==> config.mk <==
export PLATFORM = sky130hd
export DESIGN_NAME = user_gpio_bank
export DESIGN_NICKNAME = d
export VERILOG_FILES = /design/src/rtl/gpio_bank_pkg.sv /design/src/rtl/gpio_in_chan.sv /design/src/rtl/user_gpio_bank.sv
export SDC_FILE = /design/constraint.sdc
export NUM_CORES = 1
export LEC_CHECK = 0
export BUFFER_PORTS_ARGS = -buffer_cell sky130_fd_sc_hd__buf_2
export CELL_PAD_IN_SITES_DETAIL_PLACEMENT = 0
export CELL_PAD_IN_SITES_GLOBAL_PLACEMENT = 1
export CORE_MARGIN = 10
export CORE_UTILIZATION = 42
export CTS_CLUSTER_SIZE = 10
export DETAILED_ROUTE_END_ITERATION = 16
export PLACE_DENSITY_LB_ADDON = 0.1
export SLEW_MARGIN = 20
export SYNTH_ARGS = -nofsm -noshare
export SYNTH_HDL_FRONTEND = slang
export SYNTH_SLANG_ARGS = --single-unit
==> constraint.sdc <==
create_clock -name wb_clk_i -period 2.4 [get_ports wb_clk_i]
set_input_delay 0.24 -clock wb_clk_i [delete_from_list [all_inputs] [get_ports wb_clk_i]]
set_output_delay 0.24 -clock wb_clk_i [all_outputs]
set_load 0.005 [all_outputs]
==> src/rtl/gpio_bank_pkg.sv <==
// Shared definitions for the user GPIO bank: register offsets inside the
// 256 B Wishbone window, reset constants and the byte-lane merge helper.
package gpio_bank_pkg;

    // Register offsets (byte addresses relative to the bank base)
    localparam logic [7:0] OFS_DATA_OUT = 8'h00;
    localparam logic [7:0] OFS_OEB      = 8'h04;
    localparam logic [7:0] OFS_DATA_IN  = 8'h08;
    localparam logic [7:0] OFS_IRQ_EN   = 8'h0C;
    localparam logic [7:0] OFS_IRQ_STAT = 8'h10;
    localparam logic [7:0] OFS_EDGE_SEL = 8'h14;

    // Reset constants (only the low N_IO bits are used)
    localparam logic [31:0] RST_OEB      = 32'hFFFF_FFFF;
    localparam logic [31:0] RST_IRQ_EN   = 32'h0000_0000;
    localparam logic [31:0] RST_IRQ_STAT = 32'h0000_0000;
    localparam logic [31:0] RST_EDGE_SEL = 32'h0000_0000;

    // Cycles after reset release during which edges are ignored, so the
    // synchroniser filling up from its reset value raises no interrupt.
    localparam int unsigned EDGE_SETTLE_CYC = 3;

    // Replace the bytes of old_val selected by sel with those of new_val.
    function automatic logic [31:0] byte_merge(input logic [31:0] old_val,
                                               input logic [31:0] new_val,
                                               input logic [3:0]  sel);
        logic [31:0] res;
        res = old_val;
        for (int b = 0; b < 4; b++) begin
            if (sel[b]) begin
                res[8*b +: 8] = new_val[8*b +: 8];
            end else begin
                res[8*b +: 8] = old_val[8*b +: 8];
            end
        end
        return res;
    endfunction

endpackage

==> src/rtl/gpio_in_chan.sv <==
// One GPIO input channel: 2-flop synchroniser, optional debounce filter,
// history flop and rising/falling edge detector.
// Optional feature macro: GPIO_DEBOUNCE_EN (adds an 8-bit stability counter).
module gpio_in_chan
    import gpio_bank_pkg::*;
#(
    parameter int unsigned DEBOUNCE_CYC = 4
) (
    input  logic clk,
    input  logic rst_n,
    input  logic pad,
    input  logic edge_sel,
    output logic level,
    output logic edge_det
);

    logic sync1_r;
    logic sync2_r;
    logic hist_r;
    logic level_s;

    // Two-flop synchroniser for the asynchronous pad input
    always_ff @(posedge clk or negedge rst_n) begin
        if (!rst_n) begin
            sync1_r <= 1'b0;
            sync2_r <= 1'b0;
        end else begin
            sync1_r <= pad;
            sync2_r <= sync1_r;
        end
    end

`ifdef GPIO_DEBOUNCE_EN
    logic [7:0] cnt_r;
    logic       acc_r;

    // Accept a new level only after DEBOUNCE_CYC consecutive differing samples
    always_ff @(posedge clk or negedge rst_n) begin
        if (!rst_n) begin
            cnt_r <= 8'd0;
            acc_r <= 1'b0;
        end else if (sync2_r == acc_r) begin
            cnt_r <= 8'd0;
            acc_r <= acc_r;
        end else if (cnt_r == 8'(DEBOUNCE_CYC - 1)) begin
            cnt_r <= 8'd0;
            acc_r <= sync2_r;
        end else begin
            cnt_r <= cnt_r + 8'd1;
            acc_r <= acc_r;
        end
    end

    assign level_s = acc_r;
`else
    assign level_s = sync2_r;
`endif

    // History flop: the accepted level one cycle earlier
    always_ff @(posedge clk or negedge rst_n) begin
        if (!rst_n) begin
            hist_r <= 1'b0;
        end else begin
            hist_r <= level_s;
        end
    end

    // Edge detector: edge_sel=0 picks rising, edge_sel=1 picks falling
    always_comb begin
        edge_det = 1'b0;
        if (edge_sel) begin
            edge_det = hist_r & ~level_s;
        end else begin
            edge_det = level_s & ~hist_r;
        end
    end

    assign level = level_s;

endmodule

==> src/rtl/user_gpio_bank.sv <==
// Wishbone-mapped GPIO bank: per-pin output data, direction, synchronised
// input sampling and edge interrupts with a level irq_o.
// Optional feature macro: GPIO_DEBOUNCE_EN (per-channel input debounce).
module user_gpio_bank
    import gpio_bank_pkg::*;
#(
    parameter int unsigned N_IO         = 16,
    parameter logic [31:0] ADDR_BASE    = 32'h3000_0000,
    parameter logic [31:0] RST_OUT      = 32'h0000_0000,
    parameter int unsigned DEBOUNCE_CYC = 4
) (
    input  logic            wb_clk_i,
    input  logic            wb_rst_ni,
    input  logic            wbs_cyc_i,
    input  logic            wbs_stb_i,
    input  logic            wbs_we_i,
    input  logic [3:0]      wbs_sel_i,
    input  logic [31:0]     wbs_adr_i,
    input  logic [31:0]     wbs_dat_i,
    output logic [31:0]     wbs_dat_o,
    output logic            wbs_ack_o,
    input  logic [N_IO-1:0] io_in,
    output logic [N_IO-1:0] io_out,
    output logic [N_IO-1:0] io_oeb,
    output logic            irq_o
);

`ifdef GPIO_DEBOUNCE_EN
    // The debounce filter delays the first accepted level as well
    localparam int unsigned SETTLE_CYC = EDGE_SETTLE_CYC + DEBOUNCE_CYC;
`else
    localparam int unsigned SETTLE_CYC = EDGE_SETTLE_CYC;
`endif

    logic [N_IO-1:0] data_out_r;
    logic [N_IO-1:0] oeb_r;
    logic [N_IO-1:0] irq_en_r;
    logic [N_IO-1:0] irq_stat_r;
    logic [N_IO-1:0] edge_sel_r;
    logic [N_IO-1:0] level_vec_s;
    logic [N_IO-1:0] edge_vec_s;
    logic [N_IO-1:0] stat_set_s;
    logic [N_IO-1:0] stat_clr_s;
    logic            ack_r;
    logic [31:0]     dat_r;
    logic            irq_r;
    logic [8:0]      settle_r;
    logic            edge_en_s;
    logic            sel_s;
    logic            access_s;
    logic            wr_s;
    logic            rd_s;
    logic [7:0]      ofs_s;
    logic [31:0]     rdata_s;
    logic [31:0]     merged_s;
    logic [31:0]     w1c_s;

    // Input channels
    for (genvar i = 0; i < int'(N_IO); i++) begin : g_chan
        gpio_in_chan #(
            .DEBOUNCE_CYC(DEBOUNCE_CYC)
        ) u_chan (
            .clk      (wb_clk_i),
            .rst_n    (wb_rst_ni),
            .pad      (io_in[i]),
            .edge_sel (edge_sel_r[i]),
            .level    (level_vec_s[i]),
            .edge_det (edge_vec_s[i])
        );
    end

    // Bus decode; a new access is only taken when no ack is pending, so ack
    // can never be high on two consecutive cycles.
    assign sel_s    = wbs_cyc_i & wbs_stb_i & (wbs_adr_i[31:8] == ADDR_BASE[31:8]);
    assign ofs_s    = wbs_adr_i[7:0];
    assign access_s = sel_s & ~ack_r;
    assign wr_s     = access_s & wbs_we_i;
    assign rd_s     = access_s & ~wbs_we_i;

    // Read multiplexer; unmapped offsets and bits above N_IO read as zero
    always_comb begin
        rdata_s = 32'h0000_0000;
        case (ofs_s)
            OFS_DATA_OUT: rdata_s[N_IO-1:0] = data_out_r;
            OFS_OEB:      rdata_s[N_IO-1:0] = oeb_r;
            OFS_DATA_IN:  rdata_s[N_IO-1:0] = level_vec_s;
            OFS_IRQ_EN:   rdata_s[N_IO-1:0] = irq_en_r;
            OFS_IRQ_STAT: rdata_s[N_IO-1:0] = irq_stat_r;
            OFS_EDGE_SEL: rdata_s[N_IO-1:0] = edge_sel_r;
            default:      rdata_s = 32'h0000_0000;
        endcase
    end

    assign merged_s = byte_merge(rdata_s, wbs_dat_i, wbs_sel_i);
    assign w1c_s    = byte_merge(32'h0000_0000, wbs_dat_i, wbs_sel_i);

    // Ack pulse and registered read data (zero whenever no read is acked)
    always_ff @(posedge wb_clk_i or negedge wb_rst_ni) begin
        if (!wb_rst_ni) begin
            ack_r <= 1'b0;
            dat_r <= 32'h0000_0000;
        end else begin
            ack_r <= access_s;
            dat_r <= rd_s ? rdata_s : 32'h0000_0000;
        end
    end

    // Read/write control registers, committed on the edge that raises ack
    always_ff @(posedge wb_clk_i or negedge wb_rst_ni) begin
        if (!wb_rst_ni) begin
            data_out_r <= RST_OUT[N_IO-1:0];
            oeb_r      <= RST_OEB[N_IO-1:0];
            irq_en_r   <= RST_IRQ_EN[N_IO-1:0];
            edge_sel_r <= RST_EDGE_SEL[N_IO-1:0];
        end else if (wr_s) begin
            case (ofs_s)
                OFS_DATA_OUT: data_out_r <= merged_s[N_IO-1:0];
                OFS_OEB:      oeb_r      <= merged_s[N_IO-1:0];
                OFS_IRQ_EN:   irq_en_r   <= merged_s[N_IO-1:0];
                OFS_EDGE_SEL: edge_sel_r <= merged_s[N_IO-1:0];
                default:      data_out_r <= data_out_r;
            endcase
        end else begin
            data_out_r <= data_out_r;
        end
    end

    // Post-reset settle counter gating edge detection
    always_ff @(posedge wb_clk_i or negedge wb_rst_ni) begin
        if (!wb_rst_ni) begin
            settle_r <= 9'd0;
        end else if (!edge_en_s) begin
            settle_r <= settle_r + 9'd1;
        end else begin
            settle_r <= settle_r;
        end
    end

    assign edge_en_s = (settle_r == 9'(SETTLE_CYC));

    // Status set/clear terms; a set always overrides a same-cycle clear
    always_comb begin
        stat_set_s = '0;
        stat_clr_s = '0;
        if (edge_en_s) begin
            stat_set_s = edge_vec_s;
        end else begin
            stat_set_s = '0;
        end
        if (wr_s && (ofs_s == OFS_IRQ_STAT)) begin
            stat_clr_s = w1c_s[N_IO-1:0];
        end else begin
            stat_clr_s = '0;
        end
    end

    // Interrupt status register and registered level interrupt
    always_ff @(posedge wb_clk_i or negedge wb_rst_ni) begin
        if (!wb_rst_ni) begin
            irq_stat_r <= RST_IRQ_STAT[N_IO-1:0];
            irq_r      <= 1'b0;
        end else begin
            irq_stat_r <= (irq_stat_r & ~stat_clr_s) | stat_set_s;
            irq_r      <= |(irq_stat_r & irq_en_r);
        end
    end

    assign wbs_ack_o = ack_r;
    assign wbs_dat_o = dat_r;
    assign irq_o     = irq_r;
    assign io_out    = data_out_r;
    assign io_oeb    = oeb_r;

endmodule

### Word level (Yosys, flattened, before mapping)

Index checks and enable logic that the tools add are counted.
W data, S select, Z words.

* logic and storage cells: 171
* register bits after elaboration: 155
* input bits: 89

* add/subtract/negate cells: 1
* multiplexer cells: 24
* bitwise gates (word level): 75
* reduce and logical (&&, ||, !) cells: 7
* equal/unequal tests: 7

Operator list (count)
* $pmux W16 S6: 1
* $mux W16: 3
* $and A1 B1 Y1: 37
* $not A1 Y1: 34
* $and A16 B16 Y16: 2
* $mux W8: 4
* $eq A24 B22 Y1 const B: 1
* $eq A8 B4 Y1 const B: 2
* $eq A8 B5 Y1 const B: 2
* $mux W1: 16
* $not A16 Y16: 1
* $or A16 B16 Y16: 1
* $reduce_or A16 Y1: 1
* $add A9 B1 Y9 const B: 1
* $eq A9 B2 Y1 const B: 1
* $eq A8 B3 Y1 const B: 1
* $logic_not A8 Y1: 1
* $reduce_and A2 Y1: 4
* $logic_and A1 B1 Y1: 1

### Logic depth before layout (Yosys ltp)

Gate-level depths: netlist of the first run.

* depth in word-level cells: 9
* depth in mapped cells: 7

### By module

From an unflattened synthesis of the first run, not the netlist that was laid out.

* cells, all modules: 551
* area, all modules: 7338.3 µm²

Modules (own cells, without submodules)
* user_gpio_bank: cells an instance 455, times used 1, area each 5776.8 µm²
* gpio_in_chan: cells an instance 6, times used 16, area each 97.6 µm²

### Worst setup path after synthesis of the first run

No wires, ideal clock.

* kind: input-to-reg
* start point: input wbs_adr_i[1]
* end point: register edge_sel_r[1]
* library setup time: 125 ps
* setup slack: 252 ps
* stages: 5
* data required time: 2275 ps
* data arrival time: 2023 ps
* path buffers: 1
* cell sequence: or4_4 or2_0 buf_6 nor4_4 mux2_2

* cells in the longest elaborated chain, start to end: 3
* elaborated cells between the ends (all ways): 9
* classes of those cells: eq/ne (5); mux (2); reduce/logical (2)

Ends and longest elaborated chain
* start, declared: RTL line user_gpio_bank.sv:18 `input logic [31:0] wbs_adr_i,`
* $eq A8 B5 Y1, or another cell as far along: RTL line user_gpio_bank.sv:83, user_gpio_bank.sv:116
* $pmux W16 S6: RTL line user_gpio_bank.sv:83 `case (ofs_s)`
* $mux W8: RTL line gpio_bank_pkg.sv:30 `if (sel[b]) begin`
* end signal, assigned: RTL line user_gpio_bank.sv:114 `edge_sel_r <= RST_EDGE_SEL[N_IO-1:0];`
* end signal, assigned: RTL line user_gpio_bank.sv:120 `OFS_EDGE_SEL: edge_sel_r <= merged_s[N_IO-1:0];`
* end, declared: RTL line user_gpio_bank.sv:39 `logic [N_IO-1:0] edge_sel_r;`

Parallel ways exist; a longest one is shown, timed or not.
A chain may end at the register's enable or synchronous reset.

### Worst setup path in the final report of the first run

* start point: register ack_r (netlist: wbs_ack_o)
* end point: register data_out_r[2] (netlist: io_out[2])

* cells in the longest elaborated chain, start to end: 4

Ends and longest elaborated chain
* start, declared: RTL line user_gpio_bank.sv:44 `logic ack_r;`
* start signal, assigned: RTL line user_gpio_bank.sv:103 `ack_r <= access_s;`
* $not A1 Y1: RTL line user_gpio_bank.sv:76 `assign access_s = sel_s & ~ack_r;`
* $and A1 B1 Y1: RTL line user_gpio_bank.sv:76
* $and A1 B1 Y1: RTL line user_gpio_bank.sv:77 `assign wr_s = access_s & wbs_we_i;`
* $reduce_and A2 Y1 (no source line)
* end signal, assigned: RTL line user_gpio_bank.sv:111 `data_out_r <= RST_OUT[N_IO-1:0];`
* end signal, assigned: RTL line user_gpio_bank.sv:117 `OFS_DATA_OUT: data_out_r <= merged_s[N_IO-1:0];`
* end signal, assigned: RTL line user_gpio_bank.sv:121 `default: data_out_r <= data_out_r;`
* end, declared: RTL line user_gpio_bank.sv:35 `logic [N_IO-1:0] data_out_r;`

No other way between the ends.

==> results of run 1 <==
layer usage:
metal,vias to the layer above,wire length [µm]
li1,2591,-
met1,2732,9210
met2,179,9610
met3,26,1570
met4,0,299
met5,-,0
area by class of cell:
| type | instances | area share (%) |
|---|---|---|
| well taps | 220 | 3.08 |
| flip-flops and latches | 155 | 43.7 |
| clock inverters | 11 | 1.11 |
| clock buffers | 20 | 5.00 |
| multi-input cells | 414 | 32.0 |
| inverters | 74 | 3.11 |
| repair buffers | 171 | 12.0 |
sequential cells by signal, summed over array words and instances (netlist names):
register,cells
g_chan.u_chan.sync1_r,16
g_chan.u_chan.level,16
irq_o,1
wbs_dat_o,16
settle_r,9
wbs_ack_o,1
irq_stat_r,16
io_out,16
io_oeb,16
g_chan.u_chan.hist_r,16
irq_en_r,16
edge_sel_r,16
tightest hold or removal path: stages:
cell and delay [ns]:
sky130_fd_sc_hd__buf_2 0.09, sky130_fd_sc_hd__nor3_1 0.06, sky130_fd_sc_hd__nand3_1 0.09, sky130_fd_sc_hd__nor2_1 0.04
logic make-up after synthesis:
kind of cell / after synthesis / share of synthesized area [%]
XOR/XNOR: 7 / 0.845
flip-flops: 155 / 53.7
other: 1 / 0.0517
AO/OA/AOI/OAI: 88 / 7.95
AND/OR/NAND/NOR: 188 / 13.7
multiplexers: 114 / 15.9
adder cells (fa/ha/maj): 1 / 0.172
buffers and inverters: 120 / 7.62
Yosys cell counts (5+ instances only):
| library cell | count |
|---|---|
| sky130_fd_sc_hd__dfrtp_1 | 139 |
| sky130_fd_sc_hd__mux2i_1 | 105 |
| sky130_fd_sc_hd__inv_1 | 74 |
| sky130_fd_sc_hd__nor2_1 | 64 |
| sky130_fd_sc_hd__nand2_1 | 47 |
| sky130_fd_sc_hd__o21ai_0 | 32 |
| sky130_fd_sc_hd__o22ai_1 | 29 |
| sky130_fd_sc_hd__nor3b_1 | 18 |
| sky130_fd_sc_hd__or2_2 | 18 |
| sky130_fd_sc_hd__buf_4 | 16 |
| sky130_fd_sc_hd__clkbuf_1 | 16 |
| sky130_fd_sc_hd__dfstp_2 | 16 |
| sky130_fd_sc_hd__o41ai_1 | 16 |
| sky130_fd_sc_hd__nand4_1 | 7 |
| sky130_fd_sc_hd__xnor2_1 | 7 |
| sky130_fd_sc_hd__mux2_2 | 6 |
| sky130_fd_sc_hd__buf_1 | 5 |
| sky130_fd_sc_hd__buf_6 | 5 |
| sky130_fd_sc_hd__nor4_1 | 5 |
worst paths after layout:
path / depth (start not counted) / endpoint / from
min in group asynchronous: 2 / wbs_dat_o[9] / wb_rst_ni
min reg2reg: 0 / g_chan[10].u_chan.level / g_chan[10].u_chan.sync1_r
min: 4 / wbs_ack_o / wbs_adr_i[24]
max reg2reg: 6 / io_out[2] / wbs_ack_o
max: 6 / io_out[2] / wbs_ack_o
max in group asynchronous: 3 / io_oeb[11] / wb_rst_ni
cells in the final DEF (no fill, tap or decap), drive strengths merged, types with 9 or more instances in the layout:
cell,instances
mux2i,105
buf,154
conb,16
inv,74
nor2,64
dfrtp,139
mux2,9
o21ai,32
nand2,47
o22ai,29
nor3b,18
dlygate4sd3,17
o41ai,16
dfstp,16
nor4,9
or2,19
clkbuf,20
power groups by stage:
stage | sequential, µW | combinational (µW) | clock [µW]
2_1_floorplan | 2720 | 210 | 0
3_3_place_gp | 2730 | 371 | 0
4_1_cts | 2680 | 401 | 2540
6_report | 2680 | 396 | 2500
3_5_place_dp | 2730 | 377 | 0
5_1_grt | 2690 | 444 | 2670
repair_timing:
item,CTS,global route
resized for setup,0,0
hold buffers,17,0
hold endpoints to repair,68,0
endpoints found under the setup margin,0,0
through the flow:
step | cell area (µm²) | hold slack [ns] | utilization [%]
after floorplan | 7310 | -0.0556 | -
after global placement | 8210 | 0.261 | 49.0
after detailed placement | 8210 | 0.269 | 49.0
after CTS | 8930 | 0.130 | 53.3
after global routing | 8930 | 0.178 | 53.3
final | 8930 | 0.147 | 53.3
==> summary.md, run 1 <==
| Metric | Value |
|---|---|
| Dpl cells | 1,017 |
| Post-placement setup slack | 0.0601 ns |
| Number of maximum-capacitance constraint violations | 0 |
| GR Util All Layers | 18.4% |
| Maximum clock skew at final layout | 0.00730 ns |
| Hold WC Path Type | in2reg |
| Count of non-filler cells in the finished layout | 1,065 |
| Sort of element at the start of the critical path | flip-flop |
| Total number of yosys warnings | 0 |
| Total number of vias | 5,528 |
| Cell count after synthesis | 674 |
| Worst-case vdd ir drop | 0.508 mV |
| Buffers from clock root to sink, at most | 2 |
| Final wirelength | 20,700 µm |
| Smallest setup slack after layout | 0.442 ns |
| Number of nets still failing antenna checks after routing | 0 |
| Fill count | 1,457 |
| Final worst path period share | 81.6% |
| WL/cell | 19.4 µm |
| Cell Chain, Critical Path | nor4_1, nand4_1, buf_4, nor4_4, buf_4, mux2i_1 |
| Insertion delay of the later-clocked pin in the worst-skew pair | 0.42 ns |
| Post-synthesis cell type with the largest combined area | sky130_fd_sc_hd__dfrtp_1 |
| FF+latch area | 0.00390 mm² |
| Worst-case register-to-register setup slack | 0.44 ns |
| Slew Viols, Final | 0 |
| Distinct cell type count after synthesis | 43 |
| Layout Area Growth over Synthesis | 23.0% |
| Total congestion overflow | 0 |
| Ratio of total power to cell area | 625 mW/mm² |
| Worst-case headroom to the max-slew limit | 59.0% |
| Die X | 151 µm |
| Combined area of the multi-input logic cells | 0.00286 mm² |
| Remaining routing DRC violations | 0 |
| Clock group share of total power | 44.8% |
| Family of cells with the greatest summed delay on the critical path | simple AND/OR/NAND/NOR gates |
| Number of flops mapped to enable cells by yosys | 0 |
| Number of nets in the final layout | 923 |
| Switching power summed over all nets | 1320 µW |
| Met3 global-route usage | 5.31% |
| Clock transition time at the flip-flop clock pins of the worst setup and hold paths | 0.06 ns |
| Count of input and output buffers | 120 |
| Initial DRC count | 302 |
| Placer Congestion | 0.884 |
| Status | finished, final reports clean |
| FFs w/ async S/R, synth | 100% |
| GR met2 Demand/Resource | 29.1% |
| Initial core utilization | 43.3% |
| Via count of the first global-routing pass | 5,824 |
| Top-level I/O count | 155 |
| Number of antenna violations at the first check in global routing | 0 |
| Post-Route Setup TNS | 0 ns |
| Critical Path Sink Type | flip-flop |
| Clock buffers created by TritonCTS | 17 |
| Clock H-tree levels | 4 |
| Proportion of power drawn by flip-flops and latches | 48.1% |
| Max FO, Critical Path | 5 |
| DIE HEIGHT | 151 µm |
| Worst EP required | 2.74 ns |
| Overall die area | 0.0229 mm² |
| Area of the placeable core | 0.0168 mm² |
| TritonCTS clock tree | yes |
| Register bit count reported by yosys | 155 |
| Vias per cell | 5.19 |
| CTS Root Cell | sky130_fd_sc_hd__clkbuf_16 |
| Worst Path Buf+Inv | 2 |
| GRT met1 Usage | 23.9% |
| Sum of net half-perimeters after detailed placement | 14,700 µm |
| Setup Crit Path Kind | reg2reg |
| Portion of the post-synthesis area used by sequential elements | 53.7% |
| Portion of total power attributed to combinational logic | 7.1% |
| Fraction of final layout cells sized beyond drive strength 1 | 27.0% |
| Timing-limited maximum frequency | 0.511 GHz |
| Switching part of the total | 23.6% |
| Buffer count from post-CTS setup fixing | 0 |
| Int Pwr | 4260 µW |
| Pin count of the biggest net entering global routing | 63 |
| Count of antenna diodes in the layout | 0 |
| Share of the synthesized area in the top cell type | 47.9% |
| Num rows | 47 |
| Mapped Avg Cell Area | 10.8 µm² |
| Most area-consuming cells after synthesis | sky130_fd_sc_hd__dfrtp_1 48%, sky130_fd_sc_hd__mux2i_1 14%, sky130_fd_sc_hd__dfstp_2 5.8%, sky130_fd_sc_hd__inv_1 3.8%, sky130_fd_sc_hd__nor2_1 3.3% |
| Final critical-path required period | 1.96 ns |
| Final setup viols | 0 |
| LEAKAGE | 0.00429 µW |
| Global-route wire length before repair | 32,400 µm |
| Most frequent cell on the critical path | sky130_fd_sc_hd__buf_4 |
| Layer carrying the most global-route usage | met2 |
| Hold Violations, Final | 0 |
| RSZ-0062 raised after global routing | false |
| Peak per-stage delay on the critical path | 0.42 ns |
| Synth Flop Type | sky130_fd_sc_hd__dfrtp_1 |
| Number of optimization iterations in the first detailed-route pass | 4 |
| Actual slew at the worst max-slew pin | 0.607 ns |
| Clock sink count | 155 |
| Post-layout power | 5580 µW |
| Slowest cell on the critical path | sky130_fd_sc_hd__nor4_4 |
| Netlist area before placement | 0.00726 mm² |
| Arrival time at the worst endpoint | 2.30 ns |
No activity file was read; power rests on OpenSTA's default activity.
==> inputs of run 2 (changes only) <==
--- a/config.mk
+++ b/config.mk
@@ -9,7 +9,7 @@
 export CELL_PAD_IN_SITES_DETAIL_PLACEMENT = 0
 export CELL_PAD_IN_SITES_GLOBAL_PLACEMENT = 1
 export CORE_MARGIN = 10
-export CORE_UTILIZATION = 42
+export CORE_UTILIZATION = 38
 export CTS_CLUSTER_SIZE = 10
 export DETAILED_ROUTE_END_ITERATION = 16
 export PLACE_DENSITY_LB_ADDON = 0.1
==> constraint.sdc (replaced) <==
create_clock -name wb_clk_i -period 1.7 [get_ports wb_clk_i]
set_input_delay 0.17 -clock wb_clk_i [delete_from_list [all_inputs] [get_ports wb_clk_i]]
set_output_delay 0.17 -clock wb_clk_i [all_outputs]
set_load 0.005 [all_outputs]
==> summary.md, run 2 (synthesis results as in run 1) <==
| Metric | Value |
|---|---|
| Number of antenna violations at the first check in global routing | 0 (unchanged) |
| Share of the core filled with cells | 52.9% (-0.38 points) |
| Critical Path Sink Type | flip-flop |
| Actual slew at the worst max-slew pin | 0.507 ns (-0.0994 ns) |
| Total congestion overflow | 0 (unchanged) |
| Maximum clock skew at final layout | 0.00682 ns (-0.000486 ns) |
| Layout Area Growth over Synthesis | 36.8% |
| Overall die area | 0.0250 mm² (+9.1%) |
| Clock sink count | 155 (unchanged) |
| Insertion delay of the later-clocked pin in the worst-skew pair | 0.43 ns (about the same) |
| Status | finished with violations |
| CTS Root Cell | sky130_fd_sc_hd__clkbuf_16 |
| Top-level I/O count | 155 (unchanged) |
| Clock buffers created by TritonCTS | 17 (unchanged) |
| Global-route wire length before repair | 34,100 µm (+5.1%) |
| Final wirelength | 22,200 µm (+7.2%) |
| Num rows | 50 (+6.4%) |
| Smallest setup slack after layout | -0.118 ns (-0.560 ns) |
| Worst EP required | 2.04 ns (-0.70 ns) |
| Number of optimization iterations in the first detailed-route pass | 4 (unchanged) |
| Clock transition time at the flip-flop clock pins of the worst setup and hold paths | 0.06 ns (about the same) |
| Count of input and output buffers | 120 (unchanged) |
| Remaining routing DRC violations | 0 (unchanged) |
| Sum of net half-perimeters after detailed placement | 15,700 µm (+7.1%) |
| WL/cell | 19.7 µm (+1.2%) |
| Placement Cell Area | 0.00865 mm² (+5.4%) |
| TritonCTS clock tree | yes |
| Worst-case headroom to the max-slew limit | 66.2% (+7.2 points) |
| Worst-case vdd ir drop | 0.664 mV (+31%) |
| Final Cell Area | 0.00993 mm² (+11%) |
| Post-layout power | 8120 µW (+46%) |
| Timing-limited maximum frequency | 0.550 GHz |
| Pin count of the biggest net entering global routing | 56 (-11%) |
| Placer Congestion | 0.842 (-4.7%) |
| Vias per cell | 4.97 (-4.3%) |
| DIE HEIGHT | 158 µm (+4.5%) |
| Sort of element at the start of the critical path | primary input |
| Setup Crit Path Kind | in2reg |
| Arrival time at the worst endpoint | 2.16 ns (-0.14 ns) |
| Fill count | 1,707 (+17%) |
| RSZ-0062 raised after global routing | true |
| Clock H-tree levels | 4 (unchanged) |
| Number of nets in the final layout | 971 (+5.2%) |
| Hold Violations, Final | 0 (unchanged) |
| Number of nets still failing antenna checks after routing | 0 (unchanged) |
| Failing checks | negative setup slack |
| Via count of the first global-routing pass | 5,900 (+1.3%) |
| Hold WC Path Type | in2reg |
| Final setup viols | 64 (+64) |
| Initial DRC count | 261 (-14%) |
| Total number of vias | 5,602 (+1.3%) |
| Slew Viols, Final | 0 (unchanged) |
| Number of maximum-capacitance constraint violations | 0 (unchanged) |
| Buffers from clock root to sink, at most | 2 (unchanged) |
| Area of the placeable core | 0.0188 mm² (+12%) |
| Ratio of total power to cell area | 818 mW/mm² (+31%) |
| Final worst path period share | 107% |
| LEAKAGE | 0.00503 µW (+17%) |
| Max FO, Critical Path | 8 (+3) |
| Die X | 158 µm (+4.5%) |
| Final critical-path required period | 1.82 ns |
| GR Util All Layers | 18.0% (-0.44 points) |
| Initial core utilization | 38.7% (-4.6 points) |
| Fraction of final layout cells sized beyond drive strength 1 | 35.3% (+8.4 points) |
| Most used cells in the layout excluding fill and tap cells | 139 x sky130_fd_sc_hd__dfrtp_1, 119 x sky130_fd_sc_hd__buf_2, 104 x sky130_fd_sc_hd__mux2i_1 |
| Most frequent standard cell in the layout excluding fill and tap cells | sky130_fd_sc_hd__dfrtp_1 |
| Count of antenna diodes in the layout | 0 (unchanged) |
[run 2: cell types whose count changed in the layout (fill, tap and decap cells not counted), sizes merged]
cell	previous run	this run
clkinvlp	3	4
buf	154	201
clkinv	7	3
inv	74	80
clkbuf	20	19
[run 2: routing by layer]
layer	routed length (µm)	global-route usage (%)	vias to the layer above
met1	10200	24.0	2748
li1	-	-	2699
met5	0	0	-
met3	1280	4.61	11
met4	190	4.46	0
met2	10500	28.4	144
[run 2: final cells by class]
| type | count | area, µm² | area share (%) |
|---|---|---|---|
| Sequential cell | 155 | 3900 | 39.3 |
| Multi-Input combinational cell | 414 | 3250 | 32.8 |
| Timing Repair Buffer | 219 | 1640 | 16.5 |
| Clock buffer | 18 | 429 | 4.32 |
| Tap cell | 234 | 293 | 2.95 |
| Inverter | 74 | 278 | 2.80 |
| Clock inverter | 14 | 135 | 1.36 |
[run 2: report_power, final]
part	switching, µW	internal (µW)	total, µW
Sequential	37.0	3750	3790
Clock	1620	2040	3660
Combinational	380	293	673
Total	2040	6080	8120
[run 2: stage by stage]
step                cells  worst slack (ns)  TNS, ns  hold slack (ns)
CTS                  1122            -0.180   -11.86           0.0506
detailed placement   1066            -0.426   -31.96            0.123
finish               1128            -0.118    -2.79           0.0718
floorplan             689            -0.316   -19.21           -0.126
global placement     1066            -0.383   -28.09            0.114
global route         1128            -0.171    -9.29           0.0765
[run 2: what timing repair did]
item,4_1_cts,5_1_grt
setup endpoints to repair,80,96
pin swaps,5,17
gates cloned,2,1
hold buffers,17,0
hold endpoints to repair,51,0
resized for setup,24,52
setup buffers,5,5
[run 2: worst max-delay path: stages]
cell and delay [ns]:
sky130_fd_sc_hd__buf_2 0.10, sky130_fd_sc_hd__or4_4 0.52, sky130_fd_sc_hd__or2_1 0.30, sky130_fd_sc_hd__buf_4 0.20, sky130_fd_sc_hd__nor4_4 0.30, sky130_fd_sc_hd__buf_4 0.20, sky130_fd_sc_hd__buf_12 0.15, sky130_fd_sc_hd__mux2i_2 0.22
[run 2: final timing paths]
path	start	endpoint	slack (ns)	cells past startpoint
worst max-delay path	wbs_adr_i[1]	io_oeb[4]	-0.12	8
worst min-delay path	wbs_adr_i[25]	wbs_ack_o	0.07	4
worst max register to register	wbs_ack_o	io_oeb[4]	-0.07	7
worst min register to register	g_chan[2].u_chan.sync1_r	g_chan[2].u_chan.level	0.35	0
max in group asynchronous	wb_rst_ni	io_oeb[14]	0.75	3
min in group asynchronous	wb_rst_ni	wbs_ack_o	0.22	2
==> inputs of run 3 (changes only) <==
--- a/config.mk
+++ b/config.mk
@@ -13,6 +13,7 @@
 export CTS_CLUSTER_SIZE = 10
 export DETAILED_ROUTE_END_ITERATION = 16
 export PLACE_DENSITY_LB_ADDON = 0.1
+export SETUP_SLACK_MARGIN = 0.05
 export SLEW_MARGIN = 20
 export SYNTH_ARGS = -nofsm -noshare
 export SYNTH_HDL_FRONTEND = slang
==> summary.md, run 3 (synthesis results as in run 1) <==
| Metric | Value |
|---|---|
| Top-level I/O count | 155 (unchanged) |
| Total number of vias | 5,799 (+3.5%) |
| Final wirelength | 23,700 µm (+7.1%) |
| Worst-case headroom to the max-slew limit | 59.4% (-6.7 points) |
| Family of cells with the greatest summed delay on the critical path | multiplexers |
| Placer Congestion | 0.828 (-1.7%) |
| Number of nets in the final layout | 976 (+0.51%) |
| Via count of the first global-routing pass | 6,038 (+2.3%) |
| Final setup viols | 20 (-69%) |
| Worst EP required | 2.01 ns (-0.03 ns) |
| DIE HEIGHT | 158 µm (unchanged) |
| Proportion of power drawn by flip-flops and latches | 44.7% (-1.9 points) |
| Setup Crit Path Kind | reg2reg |
| Slowest cell on the critical path | sky130_fd_sc_hd__dfrtp_1 |
| Layout Area Growth over Synthesis | 39.5% |
| Hold Violations, Final | 0 (unchanged) |
| Post-layout power | 8480 µW (+4.4%) |
| RSZ-0062 raised after global routing | true |
| Final worst path period share | 104% (-3.1 points) |
| Detailed route wirelength on metal3 | 1570 µm (+23%) |
| Portion of total power attributed to combinational logic | 8.3% (about the same) |
| CTS Root Cell | sky130_fd_sc_hd__clkbuf_16 |
| Clock H-tree levels | 4 (unchanged) |
| Post-Route Setup TNS | -0.445 ns (+2.34 ns) |
| Most used cells in the layout excluding fill and tap cells | 139 x sky130_fd_sc_hd__dfrtp_1, 119 x sky130_fd_sc_hd__buf_2, 102 x sky130_fd_sc_hd__mux2i_1 |
| Cell Chain, Critical Path | mux2_4, a222oi_1, buf_4, o31ai_4, buf_4, mux2_4 |
| Arrival time at the worst endpoint | 2.07 ns (-0.09 ns) |
| Met2 WL post-DR | 11,200 µm (+6.7%) |
| Actual slew at the worst max-slew pin | 0.602 ns (+0.0946 ns) |
| Initial core utilization | 38.7% (unchanged) |
| Maximum clock skew at final layout | 0.00837 ns (+0.00155 ns) |
| Total congestion overflow | 0 (unchanged) |
| Sort of element at the start of the critical path | flip-flop |
| Switching power summed over all nets | 1910 µW (-6.2%) |
| TritonCTS clock tree | yes |
| Die X | 158 µm (unchanged) |
| Critical Path Sink Type | flip-flop |
| Vias per cell | 5.12 (+3.1%) |
| Number of maximum-capacitance constraint violations | 0 (unchanged) |
| Status | finished with violations |
| Max FO, Critical Path | 4 (-4) |
| Count of input and output buffers | 120 (unchanged) |
| Most frequent standard cell in the layout excluding fill and tap cells | sky130_fd_sc_hd__dfrtp_1 |
| WL/cell | 21.0 µm (+6.6%) |
| Insertion delay of the later-clocked pin in the worst-skew pair | 0.42 ns (about the same) |
| Peak per-stage delay on the critical path | 0.41 ns (-0.11 ns) |
| Final critical-path required period | 1.76 ns (-0.0535 ns) |
| LEAKAGE | 0.00515 µW (+2.4%) |
| Clock transition time at the flip-flop clock pins of the worst setup and hold paths | 0.06 ns (about the same) |
| DRT met1 WL | 10,500 µm (+3.0%) |
| Ratio of total power to cell area | 837 mW/mm² (+2.4%) |
| Worst-case vdd ir drop | 0.626 mV (-5.7%) |
| Number of antenna violations at the first check in global routing | 0 (unchanged) |
| Worst Path Buf+Inv | 2 (-2) |
| Initial DRC count | 256 (-1.9%) |
| Sum of net half-perimeters after detailed placement | 16,300 µm (+3.7%) |
| Smallest setup slack after layout | -0.0642 ns (+0.0535 ns) |
| Buffers from clock root to sink, at most | 2 (unchanged) |
| Switching part of the total | 22.6% (-2.5 points) |
| Failing checks | negative setup slack |
| Global-route wire length before repair | 35,500 µm (+4.1%) |
| Pin count of the biggest net entering global routing | 47 (-16%) |
| Uppermost metal layer occupied by signal nets | met4 |
| Overall die area | 0.0250 mm² (unchanged) |
| Clock sink count | 155 (unchanged) |
| Number of nets still failing antenna checks after routing | 0 (unchanged) |
| Remaining routing DRC violations | 0 (unchanged) |
| Hold WC Path Type | in2reg |
| Clock buffers created by TritonCTS | 17 (unchanged) |
| Timing-limited maximum frequency | 0.567 GHz (+3.0%) |
| Fraction of final layout cells sized beyond drive strength 1 | 35.9% (+0.58 points) |
| Int Pwr | 6570 µW (+8.0%) |
| Clock group share of total power | 47.1% (+2.0 points) |
| Slew Viols, Final | 0 (unchanged) |
| Area of the placeable core | 0.0188 mm² (unchanged) |
| Number of optimization iterations in the first detailed-route pass | 8 (+4) |
| Num rows | 50 (unchanged) |
| Worst hold slack after final layout | 0.0755 ns (+0.00375 ns) |
| Count of antenna diodes in the layout | 0 (unchanged) |
| GR Util All Layers | 18.6% (+0.61 points) |
[run 3: worst register-to-register path: stages, from the launching register on]
cell and delay (ns):
sky130_fd_sc_hd__dfrtp_1 0.41, sky130_fd_sc_hd__mux2_4 0.28, sky130_fd_sc_hd__a222oi_1 0.32, sky130_fd_sc_hd__buf_4 0.20
sky130_fd_sc_hd__o31ai_4 0.06, sky130_fd_sc_hd__buf_4 0.14, sky130_fd_sc_hd__mux2_4 0.25
[run 3: worst paths after layout]
kind / cells past startpoint / slack (ns) / end / startpoint
hold reg to reg: 0 / 0.34 / g_chan[2].u_chan.level / g_chan[2].u_chan.sync1_r
hold / removal: 4 / 0.08 / wbs_ack_o / wbs_adr_i[24]
setup reg to reg: 6 / -0.06 / io_out[1] / g_chan[1].u_chan.level
max in group asynchronous: 3 / 0.77 / io_oeb[10] / wb_rst_ni
min in group asynchronous: 2 / 0.28 / irq_stat_r[11] / wb_rst_ni
setup / recovery: 6 / -0.06 / io_out[1] / g_chan[1].u_chan.level
[run 3: through the flow]
stage | instances | worst slack [ns] | area, µm² | utilization, %
final | 1133 | -0.0642 | 10100 | 53.9
after global routing | 1133 | -0.137 | 10100 | 53.9
after CTS | 1127 | -0.0396 | 9710 | 51.8
after detailed placement | 1071 | -0.523 | 8760 | 46.7
after global placement | 1071 | -0.490 | 8760 | 46.7
after floorplan | 689 | -0.316 | 7490 | -
[run 3: area by class of cell]
class                   count  area, µm²
flip-flops and latches    155       3900
clock inverters             6        109
repair buffers            224       1750
fillers                  1653       8640
clock buffers              26        509
well taps                 234        293
multi-input cells         414       3290
inverters                  74        278
[run 3: power groups by stage]
stage	combinational [µW]	clock, µW	sequential [µW]
2_1_floorplan	300	0	3840
5_1_grt	772	4250	3790
4_1_cts	680	4070	3790
6_report	702	3990	3790
3_3_place_gp	627	0	3850
3_5_place_dp	633	0	3850
[run 3: what timing repair did]
| item | CTS | global route |
|---|---|---|
| pin swaps | 8 | 28 |
| cloned | 0 | 3 |
| setup buffers | 7 | 3 |
| hold buffers | 17 | 0 |
| endpoints found under the hold margin | 49 | 0 |
| endpoints found under the setup margin | 84 | 96 |
| gates resized for setup | 31 | 57 |
[run 3: layer usage]
metal / track usage [%] / up-vias
met5: 0 / -
met4: 5.12 / 0
met3: 4.34 / 32
met2: 29.7 / 182
met1: 24.6 / 2875
li1: - / 2710
